[config.mk]
export PLATFORM = sky130hd
export DESIGN_NAME = text_cursor_ctrl_flat
export DESIGN_NICKNAME = d
export VERILOG_FILES = /design/src/rtl/text_cursor_ctrl_if.sv /design/src/rtl/text_cursor_ctrl.sv /design/src/flat_wrapper.sv
export SDC_FILE = /design/constraint.sdc
export NUM_CORES = 1
export LEC_CHECK = 0
export BUFFER_PORTS_ARGS = -buffer_cell sky130_fd_sc_hd__buf_2
export CAP_MARGIN = 20
export CORE_MARGIN = 2
export CORE_UTILIZATION = 45
export CTS_BUF_LIST = sky130_fd_sc_hd__clkbuf_16
export CTS_CLUSTER_DIAMETER = 100
export DETAILED_ROUTE_END_ITERATION = 8
export PLACE_DENSITY = 0.82
export SKIP_CTS_REPAIR_TIMING = 1
export SLEW_MARGIN = 25
export SYNTH_ARGS = -nofsm -noshare
export SYNTH_HDL_FRONTEND = slang
export SYNTH_SLANG_ARGS = --single-unit
[constraint.sdc]
create_clock -name clock -period 1.78 [get_ports clock]
set_input_delay 0.267 -clock clock [delete_from_list [all_inputs] [get_ports clock]]
set_output_delay 0.267 -clock clock [all_outputs]
set_load 0.1 [all_outputs]
[src/rtl/text_cursor_ctrl_if.sv]
// ---------------------------------------------------------------------------
// text_cursor_ctrl_if
// Byte-stream handshake between a character source (UART RX, keyboard
// decoder) and the text cursor controller. A byte moves on a rising clock
// edge where in_valid and in_ready are both high.
// ---------------------------------------------------------------------------
interface text_cursor_ctrl_if #(
  parameter int DATA_W = 8
);
  logic              in_valid;
  logic [DATA_W-1:0] in_data;
  logic              in_ready;

  // Source side: offers bytes, watches for the controller's ready.
  modport master (
    output in_valid,
    output in_data,
    input  in_ready
  );

  // Controller side: samples bytes, advertises when it can take one.
  modport slave (
    input  in_valid,
    input  in_data,
    output in_ready
  );
endinterface

[src/rtl/text_cursor_ctrl.sv]
// ---------------------------------------------------------------------------
// text_cursor_ctrl
// Terminal-style write sequencer for the ROWS x COLS character plane.
// Accepts bytes over text_cursor_ctrl_if, tracks a cursor and turns each
// byte into plane write / scroll (push-up) / clear strobes. All plane
// strobes are registered and held one full clock so the plane's negedge
// sample lands mid-cycle.
//
// Build option: define TEXT_CTRL_BACKSPACE_EN to give 0x08 backspace
// behaviour (step back and blank). Without it 0x08 is an ordinary
// character id.
// ---------------------------------------------------------------------------
module text_cursor_ctrl #(
  parameter int                ROWS   = 15,
  parameter int                COLS   = 40,
  parameter int                ROW_W  = 4,
  parameter int                COL_W  = 6,
  parameter int                DATA_W = 8,
  parameter logic [DATA_W-1:0] BLANK  = {DATA_W{1'b0}}
) (
  input  logic                 clock,
  input  logic                 reset,
  text_cursor_ctrl_if.slave    in_bus,
  output logic [DATA_W-1:0]    plane_data,
  output logic [ROW_W-1:0]     plane_row,
  output logic [COL_W-1:0]     plane_col,
  output logic                 plane_we,
  output logic                 plane_push_up,
  output logic                 plane_clear,
  output logic [ROW_W-1:0]     cursor_row,
  output logic [COL_W-1:0]     cursor_col
);

  // FSM encoding kept as plain constants for compatibility with older tools.
  localparam logic [1:0] S_IDLE   = 2'd0;
  localparam logic [1:0] S_WRITE  = 2'd1;
  localparam logic [1:0] S_SCROLL = 2'd2;
  localparam logic [1:0] S_CLEAR  = 2'd3;

  // Control bytes.
  localparam logic [DATA_W-1:0] CH_BS = DATA_W'(8'h08);
  localparam logic [DATA_W-1:0] CH_LF = DATA_W'(8'h0A);
  localparam logic [DATA_W-1:0] CH_FF = DATA_W'(8'h0C);
  localparam logic [DATA_W-1:0] CH_CR = DATA_W'(8'h0D);

  // Cursor limits, sized to the index widths so compares are exact.
  localparam logic [ROW_W-1:0] ROW_LAST = ROW_W'(ROWS - 1);
  localparam logic [COL_W-1:0] COL_LAST = COL_W'(COLS - 1);
  localparam logic [ROW_W-1:0] ROW_ZERO = {ROW_W{1'b0}};
  localparam logic [COL_W-1:0] COL_ZERO = {COL_W{1'b0}};
  localparam logic [ROW_W-1:0] ROW_ONE  = ROW_W'(1);
  localparam logic [COL_W-1:0] COL_ONE  = COL_W'(1);

  // Architectural state.
  logic [1:0]        r_state;
  logic [ROW_W-1:0]  r_row;
  logic [COL_W-1:0]  r_col;
  logic              r_scroll_pend;   // a wrap on the last row owes a SCROLL after WRITE
  logic [DATA_W-1:0] r_plane_data;
  logic [ROW_W-1:0]  r_plane_row;
  logic [COL_W-1:0]  r_plane_col;
  logic              r_plane_we;
  logic              r_plane_push_up;
  logic              r_plane_clear;

  // Next-state values.
  logic [1:0]        w_state;
  logic [ROW_W-1:0]  w_row;
  logic [COL_W-1:0]  w_col;
  logic              w_scroll_pend;
  logic [DATA_W-1:0] w_plane_data;
  logic [ROW_W-1:0]  w_plane_row;
  logic [COL_W-1:0]  w_plane_col;
  logic              w_plane_we;
  logic              w_plane_push_up;
  logic              w_plane_clear;
  logic              w_idle;
  logic              w_accept;

  assign w_idle          = (r_state == S_IDLE);
  // Ready is withheld combinationally while reset is high so no byte is
  // taken on the reset edge itself.
  assign in_bus.in_ready = w_idle && !reset;
  assign w_accept        = in_bus.in_valid && w_idle;

  // Decode the current state and accepted byte into cursor, FSM and strobe updates.
  always_comb begin
    w_state         = r_state;
    w_row           = r_row;
    w_col           = r_col;
    w_scroll_pend   = r_scroll_pend;
    w_plane_data    = {DATA_W{1'b0}};
    w_plane_row     = ROW_ZERO;
    w_plane_col     = COL_ZERO;
    w_plane_we      = 1'b0;
    w_plane_push_up = 1'b0;
    w_plane_clear   = 1'b0;

    case (r_state)
      S_IDLE: begin
        if (w_accept) begin
          case (in_bus.in_data)
            CH_LF: begin
              w_col = COL_ZERO;
              if (r_row < ROW_LAST) begin
                w_row = r_row + ROW_ONE;
              end else begin
                // Already on the bottom row: scroll instead of moving down.
                w_state         = S_SCROLL;
                w_plane_we      = 1'b1;
                w_plane_push_up = 1'b1;
                w_plane_row     = ROW_LAST;
                w_plane_col     = COL_ZERO;
                w_plane_data    = BLANK;
              end
            end
            CH_CR: begin
              w_col = COL_ZERO;
            end
            CH_FF: begin
              w_state       = S_CLEAR;
              w_plane_clear = 1'b1;
              w_row         = ROW_ZERO;
              w_col         = COL_ZERO;
            end
`ifdef TEXT_CTRL_BACKSPACE_EN
            CH_BS: begin
              if (r_col != COL_ZERO) begin
                // Step left on the same row and blank that cell.
                w_col        = r_col - COL_ONE;
                w_state      = S_WRITE;
                w_plane_we   = 1'b1;
                w_plane_row  = r_row;
                w_plane_col  = r_col - COL_ONE;
                w_plane_data = BLANK;
              end else if (r_row != ROW_ZERO) begin
                // Step back to the end of the previous row and blank it.
                w_row        = r_row - ROW_ONE;
                w_col        = COL_LAST;
                w_state      = S_WRITE;
                w_plane_we   = 1'b1;
                w_plane_row  = r_row - ROW_ONE;
                w_plane_col  = COL_LAST;
                w_plane_data = BLANK;
              end else begin
                // Home position: nothing to erase.
                w_state = S_IDLE;
              end
            end
`endif
            default: begin
              // Printable: write at the cursor, then advance with wrap.
              w_state      = S_WRITE;
              w_plane_we   = 1'b1;
              w_plane_row  = r_row;
              w_plane_col  = r_col;
              w_plane_data = in_bus.in_data;
              if (r_col == COL_LAST) begin
                w_col = COL_ZERO;
                if (r_row == ROW_LAST) begin
                  w_scroll_pend = 1'b1;
                end else begin
                  w_row = r_row + ROW_ONE;
                end
              end else begin
                w_col = r_col + COL_ONE;
              end
            end
          endcase
        end else begin
          w_state = S_IDLE;
        end
      end

      S_WRITE: begin
        if (r_scroll_pend) begin
          w_state         = S_SCROLL;
          w_scroll_pend   = 1'b0;
          w_plane_we      = 1'b1;
          w_plane_push_up = 1'b1;
          w_plane_row     = ROW_LAST;
          w_plane_col     = COL_ZERO;
          w_plane_data    = BLANK;
        end else begin
          w_state = S_IDLE;
        end
      end

      S_SCROLL: begin
        w_state = S_IDLE;
      end

      S_CLEAR: begin
        // Entered from reset the strobe has not fired yet: fire it and stay.
        // Once it has been held for a cycle, return to IDLE.
        if (r_plane_clear) begin
          w_state = S_IDLE;
        end else begin
          w_plane_clear = 1'b1;
          w_state       = S_CLEAR;
        end
      end

      default: begin
        w_state = S_CLEAR;
      end
    endcase
  end

  // Register FSM, cursor and all plane strobes; reset abandons any operation.
  always_ff @(posedge clock) begin
    if (reset) begin
      r_state         <= S_CLEAR;
      r_row           <= ROW_ZERO;
      r_col           <= COL_ZERO;
      r_scroll_pend   <= 1'b0;
      r_plane_data    <= {DATA_W{1'b0}};
      r_plane_row     <= ROW_ZERO;
      r_plane_col     <= COL_ZERO;
      r_plane_we      <= 1'b0;
      r_plane_push_up <= 1'b0;
      r_plane_clear   <= 1'b0;
    end else begin
      r_state         <= w_state;
      r_row           <= w_row;
      r_col           <= w_col;
      r_scroll_pend   <= w_scroll_pend;
      r_plane_data    <= w_plane_data;
      r_plane_row     <= w_plane_row;
      r_plane_col     <= w_plane_col;
      r_plane_we      <= w_plane_we;
      r_plane_push_up <= w_plane_push_up;
      r_plane_clear   <= w_plane_clear;
    end
  end

  assign plane_data    = r_plane_data;
  assign plane_row     = r_plane_row;
  assign plane_col     = r_plane_col;
  assign plane_we      = r_plane_we;
  assign plane_push_up = r_plane_push_up;
  assign plane_clear   = r_plane_clear;
  assign cursor_row    = r_row;
  assign cursor_col    = r_col;

endmodule

[src/flat_wrapper.sv]
// flat-port wrapper written by rule: the top's interface ports become plain ports
module text_cursor_ctrl_flat 
#(
  parameter int                ROWS   = 15,
  parameter int                COLS   = 40,
  parameter int                ROW_W  = 4,
  parameter int                COL_W  = 6,
  parameter int                DATA_W = 8,
  parameter logic [DATA_W-1:0] BLANK  = {DATA_W{1'b0}}
)
  (clock, reset, plane_data, plane_row, plane_col, plane_we, plane_push_up, plane_clear, cursor_row, cursor_col, in_bus_in_valid, in_bus_in_data, in_bus_in_ready);
  text_cursor_ctrl_if #(.DATA_W(DATA_W)) in_bus_i ();
  input  logic clock;
  input  logic reset;
  output logic [DATA_W-1:0] plane_data;
  output logic [ROW_W-1:0] plane_row;
  output logic [COL_W-1:0] plane_col;
  output logic plane_we;
  output logic plane_push_up;
  output logic plane_clear;
  output logic [ROW_W-1:0] cursor_row;
  output logic [COL_W-1:0] cursor_col;
  input wire logic [$bits(in_bus_i.in_valid)-1:0] in_bus_in_valid;
  input wire logic [$bits(in_bus_i.in_data)-1:0] in_bus_in_data;
  output wire logic [$bits(in_bus_i.in_ready)-1:0] in_bus_in_ready;
  assign in_bus_i.in_valid = in_bus_in_valid;
  assign in_bus_i.in_data = in_bus_in_data;
  assign in_bus_in_ready = in_bus_i.in_ready;
  text_cursor_ctrl #(.ROWS(ROWS), .COLS(COLS), .ROW_W(ROW_W), .COL_W(COL_W), .DATA_W(DATA_W), .BLANK(BLANK)) u_core (.clock(clock), .reset(reset), .in_bus(in_bus_i), .plane_data(plane_data), .plane_row(plane_row), .plane_col(plane_col), .plane_we(plane_we), .plane_push_up(plane_push_up), .plane_clear(plane_clear), .cursor_row(cursor_row), .cursor_col(cursor_col));
endmodule
# --- Word level (Yosys, flattened, before mapping) ---
# Index checks and enable logic that the tools add are counted.
totals:
  wordCells: 79
  register_bits: 34
  out_inout_bits: 32
classes:
  n_lt_le_gt_ge: 1
  mux: 34
  reduce_logical: 13
  n_eq_ne: 16
  addsub: 2
  bitwise: 3
ops:
  columns: ["operator", "count"]
  rows:
  - ["8-bit by 4-bit == test with 1-bit output (second input constant)", 3]
  - ["4-bit two-way mux", 6]
  - ["4-bit one-hot mux with 2 select lines", 2]
  - ["1-bit two-way mux", 12]
  - ["6-bit two-way mux", 2]
  - ["4-bit one-hot mux with 3 select lines", 1]
  - ["1-bit one-hot mux with 2 select lines", 5]
  - ["2-bit two-way mux", 4]
  - ["2-bit != test (second input constant)", 4]
  - ["2-bit one-hot mux with 4 select lines", 1]
  - ["6-bit by 1-bit adder with 6-bit output (second input constant)", 1]
  - ["6-bit == test (second input constant)", 1]
  - ["3-bit != test (second input constant)", 2]
  - ["2-bit one-hot mux with 3 select lines", 1]
  - ["6-bit AND reduction", 1]
  - ["6-bit OR reduction", 1]
  - ["5-bit AND reduction", 1]
  - ["4-bit by 1-bit adder with 4-bit output (second input constant)", 1]
  - ["2-bit == test (second input constant)", 2]
  - ["4-bit == test (second input constant)", 1]
  - ["4-bit < comparator (second input constant)", 1]
  - ["4-bit != test (second input constant)", 1]
  - ["2-bit AND reduction", 2]
  - ["1-bit NOT", 3]
  - ["other kinds (9)", 10]

# --- Depth between registers and ports, before layout ---
logic_depth:
  ltp_word: 6
  depth_mapped: 8
  ltp_nobuf: 7

# --- Worst setup path after synthesis ---
# Ideal clock, no wire load.
synth_timing:
  path_kind: "register to register"
  start: "register u_core.r_row[0], in the netlist u_core.cursor_row[0]"
  end: "register u_core.r_row[1], in the netlist u_core.cursor_row[1]"
  period_less_slack_ns: 2.443
  arrival_ns: 2.373
  setup_slack_ns: -0.663
  path_stages_with_launch: 8
  path_buffers: 0
  path_cell_list: "dfxtp_1 -> inv_1 -> ha_1 -> and3_1 -> nor3_1 -> o221ai_2 -> or3_1 -> a21oi_1"
synth_between:
  elab_chain_len: 4
synth_rtl:
  columns: ["item", "line", "rtl"]
  rows:
  - ["start, declared", "text_cursor_ctrl.sv:56", "logic [ROW_W-1:0] r_row;"]
  - ["start signal, assigned", "text_cursor_ctrl.sv:225", "r_row <= w_row;"]
  - ["4-bit by 1-bit adder with 4-bit output", "text_cursor_ctrl.sv:106, text_cursor_ctrl.sv:163", null]
  - ["4-bit two-way mux", "text_cursor_ctrl.sv:160", "if (r_row == ROW_LAST) begin"]
  - ["4-bit two-way mux", "text_cursor_ctrl.sv:158", "if (r_col == COL_LAST) begin"]
  - ["4-bit one-hot mux with 3 select lines", "text_cursor_ctrl.sv:102", "case (in_bus.in_data)"]
# Parallel ways exist; a longest one is shown, timed or not. The select of a mux whose other input is x is not followed.
# A chain may end at the register's enable or synchronous reset.

# --- Final worst setup path ---
layout_timing:
  start: "input in_bus_in_data[5]"
  end: "register u_core.r_row[0], in the netlist u_core.cursor_row[0]"
layout_between:
  elab_chain_len: 3
layout_rtl:
  columns: ["item", "line", "rtl"]
  rows:
  - ["start, declared", "flat_wrapper.sv:24", "input wire logic [$bits(in_bus_i.in_data)-1:0] in_bus_in_data;"]
  - ["8-bit by 4-bit == test with 1-bit output", "text_cursor_ctrl.sv:102", null]
  - ["3-bit != test (no line), or another cell as far along", null, null]
  - ["6-bit AND reduction (no line)", null, null]
# Parallel ways exist; a longest one is shown, timed or not.

==> run_results.csv <==
group,metric,value,unit
power,leakage,0.971,nW
synth,synth_area_leaders,"dfxtp_1 45%, ha_1 5.8%, nand2_1 4.3%, and2_1 4.2%, a21oi_1 3.7%",
timing,fin_crit,1.77,ns
setup_path,critPathKind,"in2reg",
setup_path,cp_num_buf_inv,1,
synth,synth.distinct_cells,42,
outcome,status,"complete, no violations",
global_route,grt_max_degree,17,
clock_network,cts-root-buf,"clkbuf_16",
place,hpwl,2.58,mm
floorplan,initial_core_util,48.4,%
floorplan,die_height,61.8,um
clock_network,cts_buffer_depth,2,
floorplan,io_pins,43,
setup_path,worst_setup_path_end_kind,"flop",
finish,drive_gt1_share,45.0,%
floorplan,core.rowCount,20,
synth,ys_seq_elements,34,
finish,area_growth_syn_to_layout,44.3,%
clock_network,cts_tree,"yes",
synth,ys.flop_type,"dfxtp_1",
setup_path,startpoint,"in_bus_in_data[5]",
timing,rsz0062_at_grt,"true",
routing,ant_nets,0,
setup_path,crit_path_max_incr_delay,0.57,ns
place,port_buffers,42,
synth,synth_top_cell_by_area,"dfxtp_1",
global_route,antenna_found_initial,0,
setup_path,path_delay_family,"simple AND/OR/NAND/NOR gates",
timing,setup_ws,0.0109,ns
finish,stdcell_count,275,
setup_path,path_cells,"buf_2 -> or4_4 -> nor4_4 -> o221ai_4 -> or3_4 -> a21oi_2",
clock_network,clkSinkCount,34,
finish,antenna_cells,0,
timing,worst_clock_skew,0.00662,ns
floorplan,dieArea,3810,um^2
setup_path,crit_fanout,8,
place,place_ws,-0.217,ns
finish,stdcell_area,2170,um^2
setup_path,slowest_stage,"or4_4",
power,p_per_area,898,nW/um^2
synth,avgSynthCellArea,9.16,um^2
routing,via_per_inst,5.18,
synth,synthMostInstantiatedCell,"dfxtp_1",
timing,maxSlewViolCount,0,
routing,drt-total-wl,3.65,mm
setup_path,arrival,1.97,ns
synth,synth_area,1500,um^2
timing,setup_viol,0,
setup_path,crit_required,1.98,ns
global_route,grt_pass1_vias,1280,
synth,synth_edf_count,0,
floorplan,die_w,61.8,um
timing,finalCritPeriodShare,99.4,%
routing,avgRoutedWirePerCell,13.3,um
place,place_congestion,0.864,
setup_path,reg2reg_from,"u_core.cursor_row[0]$_SDFFE_PP0P_",
floorplan,core-area,3100,um^2
clock_network,cts.clk_slew.worst_paths,0.05,ns
finish,fillCellCount,264,
finish,num-nets-final,249,
timing,fmax,0.565,GHz
finish,utilization,69.8,%
synth,yosysSeqAreaShare,45.3,%
clock_network,cts_htree_levels,2,
clock_network,clock_latency,0.27,ns
routing,first_pass_iters,4,
synth,netlist_instances,164,
timing,finalHoldViolations,0,
global_route,grt_pass1_wl,5.71,mm
global_route,gr-total-overflow,0,
routing,drc_errors,0,
routing,vias,1425,
place,dp.cells,266,
power,vdd_ir_drop_max,591,uV
power,total_power,1.95,mW
timing,worst_pin_slew,0.487,ns
clock_network,cts_inserted_buffers,5,
global_route,grt_usage,20.7,%
hold_path,min_from,"in_bus_in_data[5]",
place,place_area,1940,um^2
synth,synth_top_area_share,45.3,%
hold_path,min_path_type,"in2reg",
synth,yosys-top-cells-count,"34 x dfxtp_1, 17 x nand2_1, 11 x a21oi_1, 10 x and2_1, 10 x nor2_1",
routing,drt_iter0_drc,47,
synth,synth_fp_nets,182,
run,maxCapViolCount,0,
timing,slew_headroom,67.7,%
synth,async_flop_share,0,%
synth,yosysWarnings,0,
setup_path,cp-start-kind,"input pin",
[state kept, by name, summed over array words and instances, names as in the netlist]
signal / flops
u_core.r_scroll_pend: 1
u_core.cursor_col: 6
u_core.plane_row: 4
u_core.plane_col: 6
u_core.plane_push_up: 1
u_core.plane_we: 1
u_core.plane_data: 8
u_core.plane_clear: 1
u_core.cursor_row: 4
u_core.r_state: 2
[layout by cell type (no fill, tap or decap), types with 2 or more instances in the layout]
cell / synthesis / layout
buf_4: 0 / 21
dfxtp_2: 0 / 8
nand2_1: 17 / 17
mux2_2: 2 / 2
a21o_1: 2 / 2
nand3_1: 7 / 7
clkinv_2: 0 / 2
clkbuf_16: 0 / 5
o21a_1: 2 / 2
a21oi_1: 11 / 9
o21ai_0: 5 / 5
and2_2: 1 / 2
nor2b_1: 3 / 2
a21oi_2: 0 / 2
nand2b_1: 3 / 3
and2_1: 10 / 9
and3_1: 5 / 4
nor3_1: 4 / 2
buf_2: 0 / 41
ha_4: 0 / 2
inv_1: 7 / 6
or3_1: 6 / 4
ha_1: 7 / 5
nor2_1: 10 / 10
dfxtp_1: 34 / 23
or2_2: 2 / 2
dfxtp_4: 0 / 3
or3_4: 0 / 2
nand4b_1: 2 / 2
[final timing paths]
| kind | end | slack [ns] | cells after the start |
|---|---|---|---|
| hold reg to reg | u_core.plane_col[5]$_SDFF_PP0_ | 0.48 | 1 |
| setup reg to reg | u_core.cursor_row[0]$_SDFFE_PP0P_ | 0.04 | 7 |
| setup / recovery | u_core.cursor_row[0]$_SDFFE_PP0P_ | 0.01 | 6 |
| hold / removal | u_core.plane_data[5]$_SDFF_PP0_ | 0.24 | 2 |
[layer usage]
layer  vias up  part of all wire (%)  GRT usage [%]
li1        710                     -              -
met1       662                    45           27.7
met2        48                    48           31.7
met3         5                   6.6           7.87
met4         0                  0.99           5.47
met5         -                     0              0
[area by class of cell]
cell class	instances	area, um^2	area share, %
sequential	34	702	32.4
clock inverter	2	10.0	0.462
inverter	7	28.8	1.33
clock buffer	5	125	5.78
tap	44	55.1	2.54
timing repair buffer	63	383	17.7
multi-input combinational	120	862	39.8
[worst register-to-register path, stage by stage (launching register included)]
cell	delay [ns]
dfxtp_4	0.37
inv_4	0.05
ha_4	0.14
and3_4	0.18
nor3_4	0.19
o221ai_4	0.18
or3_4	0.42
a21oi_2	0.15
[stage by stage]
stage	TNS, ns	hold WS (ns)
finish	0	0.243
floorplan	-0.327	0.359
CTS	-0.00319	0.237
detailed placement	-1.03	0.472
global placement	-0.808	0.467
global route	-0.0840	0.241
[cells by family after synthesis]
kind of cell | synth area share, %
buffers and inverters | 2.50
AOI/OAI and AO/OA | 14.8
adders and majority gates | 5.83
DFF | 45.3
muxes | 2.17
and+or+nand+nor | 28.8
xor gates and xnor gates | 0.583
[report_power, final]
group          internal, mW  switching [mW]
Sequential            0.787          0.0198
Combinational         0.112           0.237
Clock                 0.503           0.287
No activity file was read; power rests on OpenSTA's default activity.
